===== src/rtl/seg_scan_mux_if.sv =====
// Digit scanner bus: display data in, anode/segment drive and scan status out.
//   master : producer of digit data / consumer of display drive (e.g. testbench)
//   slave  : seg_scan_mux side
// Signals:
//   enable      1 = scan, 0 = freeze scan with display dark
//   digits_in   4 bits per digit, digit k at [4k+3:4k], digit 0 rightmost
//   dp_in       per-digit decimal point request (1 = lit)
//   blank_mask  per-digit blank (1 = segments and dp dark)
//   anode       one-hot digit enable (polarity set by the scanner)
//   seg         segments {g,f,e,d,c,b,a}
//   dp          decimal point
//   digit_sel   index of the digit owning the current slot
//   frame_tick  one-cycle pulse when the scan wraps to digit 0
interface seg_scan_mux_if #(
  parameter int unsigned NUM_DIGITS = 4
);
  localparam int unsigned SEL_W = $clog2(NUM_DIGITS);

  logic                    enable;
  logic [4*NUM_DIGITS-1:0] digits_in;
  logic [NUM_DIGITS-1:0]   dp_in;
  logic [NUM_DIGITS-1:0]   blank_mask;
  logic [NUM_DIGITS-1:0]   anode;
  logic [6:0]              seg;
  logic                    dp;
  logic [SEL_W-1:0]        digit_sel;
  logic                    frame_tick;

  modport master (
    output enable, digits_in, dp_in, blank_mask,
    input  anode, seg, dp, digit_sel, frame_tick
  );

  modport slave (
    input  enable, digits_in, dp_in, blank_mask,
    output anode, seg, dp, digit_sel, frame_tick
  );
endinterface


===== src/rtl/seg_scan_mux.sv =====
// Time-multiplexed seven-segment scanner with hex decode, per-digit blanking
// and an anti-ghosting dead time at the start of every digit slot.
// Ports:
//   clk    system clock
//   rst_n  asynchronous active-low reset (all drive outputs go inactive)
//   bus    seg_scan_mux_if slave: digit data in, anode/seg/dp/status out
module seg_scan_mux #(
  parameter int unsigned NUM_DIGITS  = 4,
  parameter int unsigned SEL_W       = $clog2(NUM_DIGITS),
  parameter int unsigned REFRESH_DIV = 100000,
  parameter int unsigned DEAD_CYCLES = 16,
  parameter bit          ACTIVE_LOW  = 1'b1
) (
  input  logic          clk,
  input  logic          rst_n,
  seg_scan_mux_if.slave bus
);

  localparam int unsigned      CNT_W    = $clog2(REFRESH_DIV);
  localparam logic             INV      = ACTIVE_LOW;
  localparam logic [CNT_W-1:0] CNT_LAST = CNT_W'(REFRESH_DIV - 1);
  localparam logic [SEL_W-1:0] IDX_LAST = SEL_W'(NUM_DIGITS - 1);

  logic [CNT_W-1:0]      cnt_q, cnt_d;
  logic [SEL_W-1:0]      idx_q, idx_d;
  logic [NUM_DIGITS-1:0] anode_q, anode_d;
  logic [6:0]            seg_q, seg_d;
  logic                  dp_q, dp_d;
  logic [SEL_W-1:0]      digit_sel_q, digit_sel_d;
  logic                  frame_tick_q, frame_tick_d;

  logic                  live;
  logic [NUM_DIGITS-1:0] anode_hi;
  logic [6:0]            seg_hi;
  logic                  dp_hi;

  // Hex digit to active-high segment pattern {g,f,e,d,c,b,a}.
  function automatic logic [6:0] glyph(input logic [3:0] v);
    case (v)
      4'h0:    glyph = 7'h3F;
      4'h1:    glyph = 7'h06;
      4'h2:    glyph = 7'h5B;
      4'h3:    glyph = 7'h4F;
      4'h4:    glyph = 7'h66;
      4'h5:    glyph = 7'h6D;
      4'h6:    glyph = 7'h7D;
      4'h7:    glyph = 7'h07;
      4'h8:    glyph = 7'h7F;
      4'h9:    glyph = 7'h6F;
      4'hA:    glyph = 7'h77;
      4'hB:    glyph = 7'h7C;
      4'hC:    glyph = 7'h39;
      4'hD:    glyph = 7'h5E;
      4'hE:    glyph = 7'h79;
      default: glyph = 7'h71;
    endcase
  endfunction

  // Next scan state, and output drive computed from that next state so the
  // registered outputs always describe the slot the counters are in.
  always_comb begin
    cnt_d        = cnt_q;
    idx_d        = idx_q;
    frame_tick_d = 1'b0;
    anode_hi     = '0;
    seg_hi       = '0;
    dp_hi        = 1'b0;

    if (bus.enable) begin
      if (cnt_q == CNT_LAST) begin
        cnt_d = '0;
        if (idx_q == IDX_LAST) begin
          idx_d        = '0;
          frame_tick_d = 1'b1;
        end else begin
          idx_d = idx_q + SEL_W'(1);
        end
      end else begin
        cnt_d = cnt_q + CNT_W'(1);
      end
    end

    // Dead time keeps all anodes off while the previous digit's charge drains.
    live = bus.enable &&
           !((DEAD_CYCLES != 0) && (cnt_d < CNT_W'(DEAD_CYCLES)));

    // Explicit compare per digit so indices beyond NUM_DIGITS never select.
    for (int unsigned k = 0; k < NUM_DIGITS; k++) begin
      if (live && (idx_d == SEL_W'(k))) begin
        anode_hi[k] = 1'b1;
        if (!bus.blank_mask[k]) begin
          seg_hi = glyph(bus.digits_in[4*k +: 4]);
          dp_hi  = bus.dp_in[k];
        end
      end
    end

    anode_d     = anode_hi ^ {NUM_DIGITS{INV}};
    seg_d       = seg_hi ^ {7{INV}};
    dp_d        = dp_hi ^ INV;
    digit_sel_d = idx_d;
  end

  // State and output registers.
  always_ff @(posedge clk or negedge rst_n) begin
    if (!rst_n) begin
      cnt_q        <= '0;
      idx_q        <= '0;
      anode_q      <= {NUM_DIGITS{INV}};
      seg_q        <= {7{INV}};
      dp_q         <= INV;
      digit_sel_q  <= '0;
      frame_tick_q <= 1'b0;
    end else begin
      cnt_q        <= cnt_d;
      idx_q        <= idx_d;
      anode_q      <= anode_d;
      seg_q        <= seg_d;
      dp_q         <= dp_d;
      digit_sel_q  <= digit_sel_d;
      frame_tick_q <= frame_tick_d;
    end
  end

  assign bus.anode      = anode_q;
  assign bus.seg        = seg_q;
  assign bus.dp         = dp_q;
  assign bus.digit_sel  = digit_sel_q;
  assign bus.frame_tick = frame_tick_q;

endmodule

===== src/flat_wrapper.sv =====
// flat-port wrapper written by rule: the top's interface ports become plain ports
module seg_scan_mux_flat 
#(
  parameter int unsigned NUM_DIGITS  = 4,
  parameter int unsigned SEL_W       = $clog2(NUM_DIGITS),
  parameter int unsigned REFRESH_DIV = 100000,
  parameter int unsigned DEAD_CYCLES = 16,
  parameter bit          ACTIVE_LOW  = 1'b1
)
  (clk, rst_n, bus_enable, bus_digits_in, bus_dp_in, bus_blank_mask, bus_anode, bus_seg, bus_dp, bus_digit_sel, bus_frame_tick);
  seg_scan_mux_if #(.NUM_DIGITS(NUM_DIGITS)) bus_i ();
  input  logic clk;
  input  logic rst_n;
  input wire logic [$bits(bus_i.enable)-1:0] bus_enable;
  input wire logic [$bits(bus_i.digits_in)-1:0] bus_digits_in;
  input wire logic [$bits(bus_i.dp_in)-1:0] bus_dp_in;
  input wire logic [$bits(bus_i.blank_mask)-1:0] bus_blank_mask;
  output wire logic [$bits(bus_i.anode)-1:0] bus_anode;
  output wire logic [$bits(bus_i.seg)-1:0] bus_seg;
  output wire logic [$bits(bus_i.dp)-1:0] bus_dp;
  output wire logic [$bits(bus_i.digit_sel)-1:0] bus_digit_sel;
  output wire logic [$bits(bus_i.frame_tick)-1:0] bus_frame_tick;
  assign bus_i.enable = bus_enable;
  assign bus_i.digits_in = bus_digits_in;
  assign bus_i.dp_in = bus_dp_in;
  assign bus_i.blank_mask = bus_blank_mask;
  assign bus_anode = bus_i.anode;
  assign bus_seg = bus_i.seg;
  assign bus_dp = bus_i.dp;
  assign bus_digit_sel = bus_i.digit_sel;
  assign bus_frame_tick = bus_i.frame_tick;
  seg_scan_mux #(.NUM_DIGITS(NUM_DIGITS), .SEL_W(SEL_W), .REFRESH_DIV(REFRESH_DIV), .DEAD_CYCLES(DEAD_CYCLES), .ACTIVE_LOW(ACTIVE_LOW)) u_core (.clk(clk), .rst_n(rst_n), .bus(bus_i));
endmodule

===== config.mk =====
export PLATFORM = sky130hd
export DESIGN_NAME = seg_scan_mux_flat
export DESIGN_NICKNAME = d
export VERILOG_FILES = /design/src/rtl/seg_scan_mux_if.sv /design/src/rtl/seg_scan_mux.sv /design/src/flat_wrapper.sv
export SDC_FILE = /design/constraint.sdc
export NUM_CORES = 1
export LEC_CHECK = 0
export BUFFER_PORTS_ARGS = -buffer_cell sky130_fd_sc_hd__buf_2
export CAP_MARGIN = 20
export CORE_MARGIN = 2
export CORE_UTILIZATION = 60
export CTS_BUF_LIST = sky130_fd_sc_hd__clkbuf_16
export DETAILED_ROUTE_END_ITERATION = 8
export PLACE_DENSITY = 0.91
export SYNTH_ARGS = -nofsm -noshare
export SYNTH_HDL_FRONTEND = slang
export SYNTH_SLANG_ARGS = --single-unit

===== constraint.sdc =====
create_clock -name clk -period 4.7 [get_ports clk]
set_input_delay 0.47 -clock clk [delete_from_list [all_inputs] [get_ports clk]]
set_output_delay 0.47 -clock clk [all_outputs]
set_load 0.02 [all_outputs]

==> Yosys cells after proc, flatten, opt, wreduce, memory -nomap -nowiden <==
Memory sizes are Yosys's and may differ from the RTL's.
Index checks and enable logic that the tools add are counted.
{ "totals": {"reg_bits": 32, "latchBits": 0, "mem_bits_rw": 0, "mem_bits_ro": 448, "inputBits": 27, "out_inout_bits": 15, "word_cells": 56, "n_memories": 4} }
{ "classes": {"addsub": 2, "multipliers": 0, "div_mod_pow": 0, "n_lt_le_gt_ge": 1, "eq_ne": 5, "n_shift": 0, "muxes": 28, "n_bitwise": 3, "n_reduce_logical": 7} }
{ "memory_table": {"columns": ["memory", "depth", "width", "read_ports", "rd_clocked_by_memory_dff", "write_ports", "line_no", "rtl"], "rows": [
  ["(no name shown)", 16, 7, 1, 0, 0, "seg_scan_mux.sv:39", "case (v)"],
  ["(no name shown)", 16, 7, 1, 0, 0, "seg_scan_mux.sv:39", null],
  ["(no name shown)", 16, 7, 1, 0, 0, "seg_scan_mux.sv:39", null],
  ["(no name shown)", 16, 7, 1, 0, 0, "seg_scan_mux.sv:39", null]
]} }
{ "ops": {"columns": ["cell", "n"], "rows": [
  ["7-bit two-way mux", 8],
  ["17-bit two-way mux", 2],
  ["17-bit by 1-bit adder with 17-bit output (second input constant)", 1],
  ["17-bit equality test (second input constant)", 1],
  ["17-bit by 5-bit < comparator with 1-bit output (second input constant)", 1],
  ["1-bit two-way mux", 15],
  ["7-bit inverter", 1],
  ["2-bit equality test (second input constant)", 3],
  ["2-bit two-way mux", 3],
  ["1-bit logical AND", 5],
  ["4-bit inverter", 1],
  ["2-bit by 1-bit adder with 2-bit output (second input constant)", 1],
  ["2-bit by 1-bit equality test with 1-bit output (second input constant)", 1],
  ["2-bit logical NOT", 1],
  ["1-bit logical NOT", 1],
  ["1-bit inverter", 1]
]} }

==> Longest topological paths before layout <==
{ "logic_depth": {"depth_word": 15, "ltp_mapped": 12, "ltp_nobuf": 9} }

==> Least setup slack after synthesis <==
OpenSTA, ideal clock, no wires.
{ "synth_path": {"kind": "reg2reg", "from": "reg u_core.cnt_q[0]", "to": "reg u_core.seg_q[2], in the netlist u_core.bus.seg[2]", "setup_ps": 87, "arrival_time_ps": 2378, "required_ps": 4613, "path_slack_ps": 2235, "path_stages_with_launch": 12, "n_path_buf": 3, "period_less_slack_ps": 2465, "cell_sequence": "dfrtp_1 > ha_1 > and4_1 > buf_6 > nand4_4 > or3_1 > o21a_1 > buf_6 > or3_1 > buf_6 > a221oi_2 > o31ai_1"} }
{ "synth_via": {"elab_chain_len": 15, "word_cells_on_any_way": 25, "classes_between": "add/sub (1); order compare (1); eq/ne (4); mux (11); bitwise (1); reduce/logical (7)"} }
{ "synth_lines": {"columns": ["item", "line_no", "rtl"], "rows": [
  ["start: declaration", "seg_scan_mux.sv:24", "logic [CNT_W-1:0] cnt_q, cnt_d;"],
  ["start signal: assignment", "seg_scan_mux.sv:115", "cnt_q <= cnt_d;"],
  ["17-bit by 1-bit adder with 17-bit output / 17-bit equality test (equally long branches)", "seg_scan_mux.sv:79, seg_scan_mux.sv:70", null],
  ["17-bit two-way mux", "seg_scan_mux.sv:70", "if (cnt_q == CNT_LAST) begin"],
  ["17-bit two-way mux", "seg_scan_mux.sv:69", "if (bus.enable) begin"],
  ["17-bit by 5-bit < comparator with 1-bit output", "seg_scan_mux.sv:85", "!((DEAD_CYCLES != 0) && (cnt_d < CNT_W'(DEAD_CYCLES)));"],
  ["1-bit logical NOT", "seg_scan_mux.sv:85", null],
  ["1-bit logical AND", "seg_scan_mux.sv:84", "live = bus.enable &&"],
  ["1-bit logical AND", "seg_scan_mux.sv:89", "if (live && (idx_d == SEL_W'(k))) begin"],
  ["7-bit two-way mux", "seg_scan_mux.sv:89", null],
  ["7-bit two-way mux", "seg_scan_mux.sv:91", "if (!bus.blank_mask[k]) begin"],
  ["7-bit two-way mux", "seg_scan_mux.sv:89", null],
  ["7-bit two-way mux", "seg_scan_mux.sv:91", null],
  ["7-bit two-way mux", "seg_scan_mux.sv:89", null],
  ["7-bit two-way mux", "seg_scan_mux.sv:91", null],
  ["7-bit two-way mux *", "seg_scan_mux.sv:89", null],
  ["7-bit inverter (no line) *", null, null],
  ["named net u_core.seg_d[2]", "seg_scan_mux.sv:27", "logic [6:0] seg_q, seg_d;"],
  ["end signal: assignment", "seg_scan_mux.sv:110", "seg_q <= {7{INV}};"],
  ["end signal: assignment", "seg_scan_mux.sv:118", "seg_q <= seg_d;"],
  ["end: declaration", "seg_scan_mux.sv:27", null]
]} }
The timed path passes the listed nets; every way through them passes the cells marked *.

==> Worst setup path after layout <==
{ "layout_path": {"from": "reg u_core.cnt_q[0]", "to": "reg u_core.seg_q[4], in the netlist u_core.bus.seg[4]"} }
{ "layout_via": {"word_cells_on_any_way": 25, "classes_between": "add/sub (1); order compare (1); eq/ne (4); mux (11); bitwise (1); reduce/logical (7)"} }
{ "layout_lines": {"columns": ["item", "line_no", "rtl"], "rows": [
  ["17-bit equality test *", "seg_scan_mux.sv:70", null],
  ["2-bit two-way mux *", "seg_scan_mux.sv:70", null],
  ["2-bit two-way mux *", "seg_scan_mux.sv:69", null],
  ["named net u_core.digit_sel_d[1]", "seg_scan_mux.sv:29", "logic [SEL_W-1:0] digit_sel_q, digit_sel_d;"],
  ["2-bit logical NOT", "seg_scan_mux.sv:89", null],
  ["1-bit logical AND", "seg_scan_mux.sv:89", null],
  ["7-bit two-way mux", "seg_scan_mux.sv:89", null],
  ["7-bit two-way mux", "seg_scan_mux.sv:91", null],
  ["7-bit two-way mux", "seg_scan_mux.sv:89", null],
  ["7-bit two-way mux", "seg_scan_mux.sv:91", null],
  ["7-bit two-way mux", "seg_scan_mux.sv:89", null],
  ["7-bit two-way mux", "seg_scan_mux.sv:91", null],
  ["7-bit two-way mux *", "seg_scan_mux.sv:89", null],
  ["7-bit inverter (no line) *", null, null],
  ["named net u_core.seg_d[4]", "seg_scan_mux.sv:27", null]
]} }
Marked as above.

==> out/qor.txt <==
hold_buf cts -> 0
worst hold margin -> 0.219 ns
Worst-Skew Late Latency -> 0.27 ns
Die Span Y -> 71.4 um
GR Layer Usage met1 -> 0.284
setup bufs post-CTS -> 0
status -> finished, final reports clean
first-pass GRT wire length -> 9540 um
CP Launch Type -> flip-flop
FF+latch count, synth -> 32
# nets final -> 384
hpwl dp -> 4450 um
DRT iter0 DRCs -> 133
Post-synth top flop -> dfrtp_1
PwrDens -> 327 nW/um2
per-cell routed wire length -> 14.9 um
worst hold path class -> input pin to async pin
diode count -> 0
Relative slew margins -> 0.572
Placed Cells incl. Taps -> 379
maximum vdd drop -> 0.215 mV
synthesized area per cell -> 8.93 um2
crit path kind -> flip-flop to flip-flop
syn_nets -> 354
worst-path fanout max -> 9
Seq/Total Area, Yosys -> 0.299
worst-case clock skew -> 0.00433 ns
WP data arrival -> 3.12 ns
initial core utilization -> 0.626
H-Tree Depth -> 2
clk slew on worst S/H paths -> 0.05 ns
Post-Route Setup TNS -> 0 ns
layer carrying the most global-route usage -> met2
Detailed Routing Iterations Pass 1 -> 4
Die W -> 71.4 um
leakage power figure -> 1.38 nW
final weighted congestion in routability-driven placement -> 0.877
post-layout min period -> 2.93 ns
CP Capture Type -> flip-flop
FFs w/ async S/R, synth -> 1.00
fin. max-slew vios -> 0
FP Rows -> 24
number of remaining DRC errors -> 0
CTS Buffer Depth -> 2
count of cell types in the netlist -> 55
Vias -> 2329
antenna violations before repair -> 0
Ys Warns -> 0
CTS resizes -> 0
largest net degree at the start of global routing -> 33
Worst-Margin Slew -> 0.642 ns
period utilization -> 0.623
Die Area -> 5090 um2
total wire length -> 5770 um
GRT Total Usage -> 0.234
CTS tree -> built
Root Driver -> clkbuf_16
vias in the first global route -> 2177
layout cells sized above 1 -> 0.229
Syn Inst Count -> 305
RSZ-0062 raised after global routing -> no
final std cells w/o fill -> 388
Final Hold Fails -> 0
Post-synth EDFFs -> 0
Mapped Area -> 2720 um2
# fillers -> 327
Overflow after GRT -> 0
Sink Count -> 32
global routing usage on met2 -> 0.410
Ports -> 42
max-cap violation count -> 0
Max Freq -> 341 MHz
grt met3 use -> 0.0394
Final Util -> 0.697
core footprint -> 4350 um2
CP Data Required Time -> 4.89 ns
number of CTS-inserted buffers -> 5
Setup violations, final -> 0
DR vias/cell -> 6.00
Port Buf Inserts -> 41
area grow syn2layout -> 11.4%
ANT nets after route -> 0
[path summary, 6_finish.rpt]
path                                                   from  slack, ns                               to  cells past startpoint
min in group clk                               bus_dp_in[3]       0.52          u_core.bus.dp$_DFF_PN1_                      4
max in group asynchronous                             rst_n       4.06      u_core.cnt_q[0]$_DFFE_PN0P_                      1
worst min-delay path                                  rst_n       0.22  u_core.bus.frame_tick$_DFF_PN0_                      1
worst max-delay path            u_core.cnt_q[0]$_DFFE_PN0P_       1.77      u_core.bus.seg[4]$_DFF_PN1_                      8
worst max register to register  u_core.cnt_q[0]$_DFFE_PN0P_       1.77      u_core.bus.seg[4]$_DFF_PN1_                      8
worst min register to register  u_core.cnt_q[2]$_DFFE_PN0P_       0.56      u_core.cnt_q[2]$_DFFE_PN0P_                      1
[state kept, by name (all words and copies together) (netlist names)]
register / cells
u_core.idx_q: 2
u_core.bus.anode: 4
u_core.bus.dp: 1
u_core.bus.seg: 7
u_core.cnt_q: 17
u_core.bus.frame_tick: 1
[final cells by class]
type                    instances  area, um2  area share
inverters                      18       67.6      0.0223
flip-flops and latches         32        816       0.269
well taps                      52       65.1      0.0214
multi-input cells             236       1710       0.564
clock inverters                 3       37.5      0.0124
repair buffers                 42        213      0.0701
clock buffers                   5        125      0.0412
[metrics by stage]
step / worst slack, ns / instance area, um2 / total power, mW
after CTS: 1.76 / 3030 / 0.992
after floorplan: 2.23 / 2720 / 0.575
final: 1.77 / 3040 / 0.993
after global placement: 1.78 / 2870 / 0.628
after detailed placement: 1.78 / 2870 / 0.639
after global routing: 1.52 / 3040 / 1.04
[cell usage after synthesis (all sizes together) (3+ instances only)]
| cell | number | area share |
|---|---|---|
| o21ai | 17 | 0.031 |
| mux4 | 4 | 0.033 |
| clkbuf | 7 | 0.011 |
| and2 | 3 | 0.0069 |
| xnor2 | 12 | 0.039 |
| buf | 11 | 0.033 |
| nand3b | 4 | 0.016 |
| nand3 | 5 | 0.0092 |
| mux2i | 14 | 0.051 |
| dfstp | 12 | 0.12 |
| nor2 | 33 | 0.046 |
| dfrtp | 20 | 0.18 |
| nand4 | 8 | 0.024 |
| or3b | 4 | 0.013 |
| inv | 17 | 0.023 |
| nor4 | 3 | 0.0069 |
| a221oi | 5 | 0.018 |
| a21oi | 9 | 0.017 |
| o21a | 3 | 0.0083 |
| nor3 | 10 | 0.018 |
| nor2b | 7 | 0.016 |
| a211oi | 3 | 0.0083 |
| or3 | 3 | 0.0069 |
| xor2 | 6 | 0.019 |
| o22ai | 7 | 0.016 |
| nand2 | 25 | 0.034 |
| ha | 22 | 0.10 |
| o32ai | 4 | 0.013 |
[worst max-delay path, stage by stage, from the launching register on]
cell and delay (ns):
dfrtp_1 0.40, ha_1 0.26, and4_1 0.39, nand4b_1 0.15, nor3_1 0.39, mux2i_1 0.53
clkinv_1 0.37, o22ai_1 0.26, o21ai_0 0.11
[report_power, final]
part | switching (mW) | internal (mW) | leakage [nW]
Clock | 0.105 | 0.245 | 0.0789
Sequential | 0.0508 | 0.332 | 0.394
Combinational | 0.146 | 0.114 | 0.905
Total | 0.302 | 0.691 | 1.38
[cell usage in the layout, fill, tap and decap left out, types with 3 or more instances in the layout]
master,n
a211oi_1,3
a21oi_1,9
a221oi_1,4
and2_1,3
buf_2,41
clkbuf_16,5
clkinv_1,3
dfrtp_1,20
dfstp_2,12
ha_1,22
inv_1,17
mux2i_1,14
mux4_2,4
nand2_1,25
nand3_1,5
nand3b_1,3
nand4_1,7
nor2_1,32
nor2b_1,7
nor3_1,10
nor4_1,3
o21a_1,3
o21ai_0,16
o22ai_1,7
o32ai_1,4
or3_1,3
or3b_2,4
xnor2_1,12
xor2_1,6
[logic make-up after synthesis]
family,share of synthesized area
and+or+nand+nor,0.240
AOI/OAI and AO/OA,0.145
buffers and inverters,0.0721
DFF,0.299
adders and majority gates,0.101
xor gates and xnor gates,0.0579
muxes,0.0845
[per-layer routing]
layer | vias to the layer above | routed length (um) | part of all wire
met4 | 0 | 114 | 0.020
met5 | - | 0 | 0
met3 | 11 | 260 | 0.045
li1 | 1147 | - | -
met2 | 72 | 3000 | 0.52
met1 | 1099 | 2400 | 0.42
(Power assumes the default switching activity.)
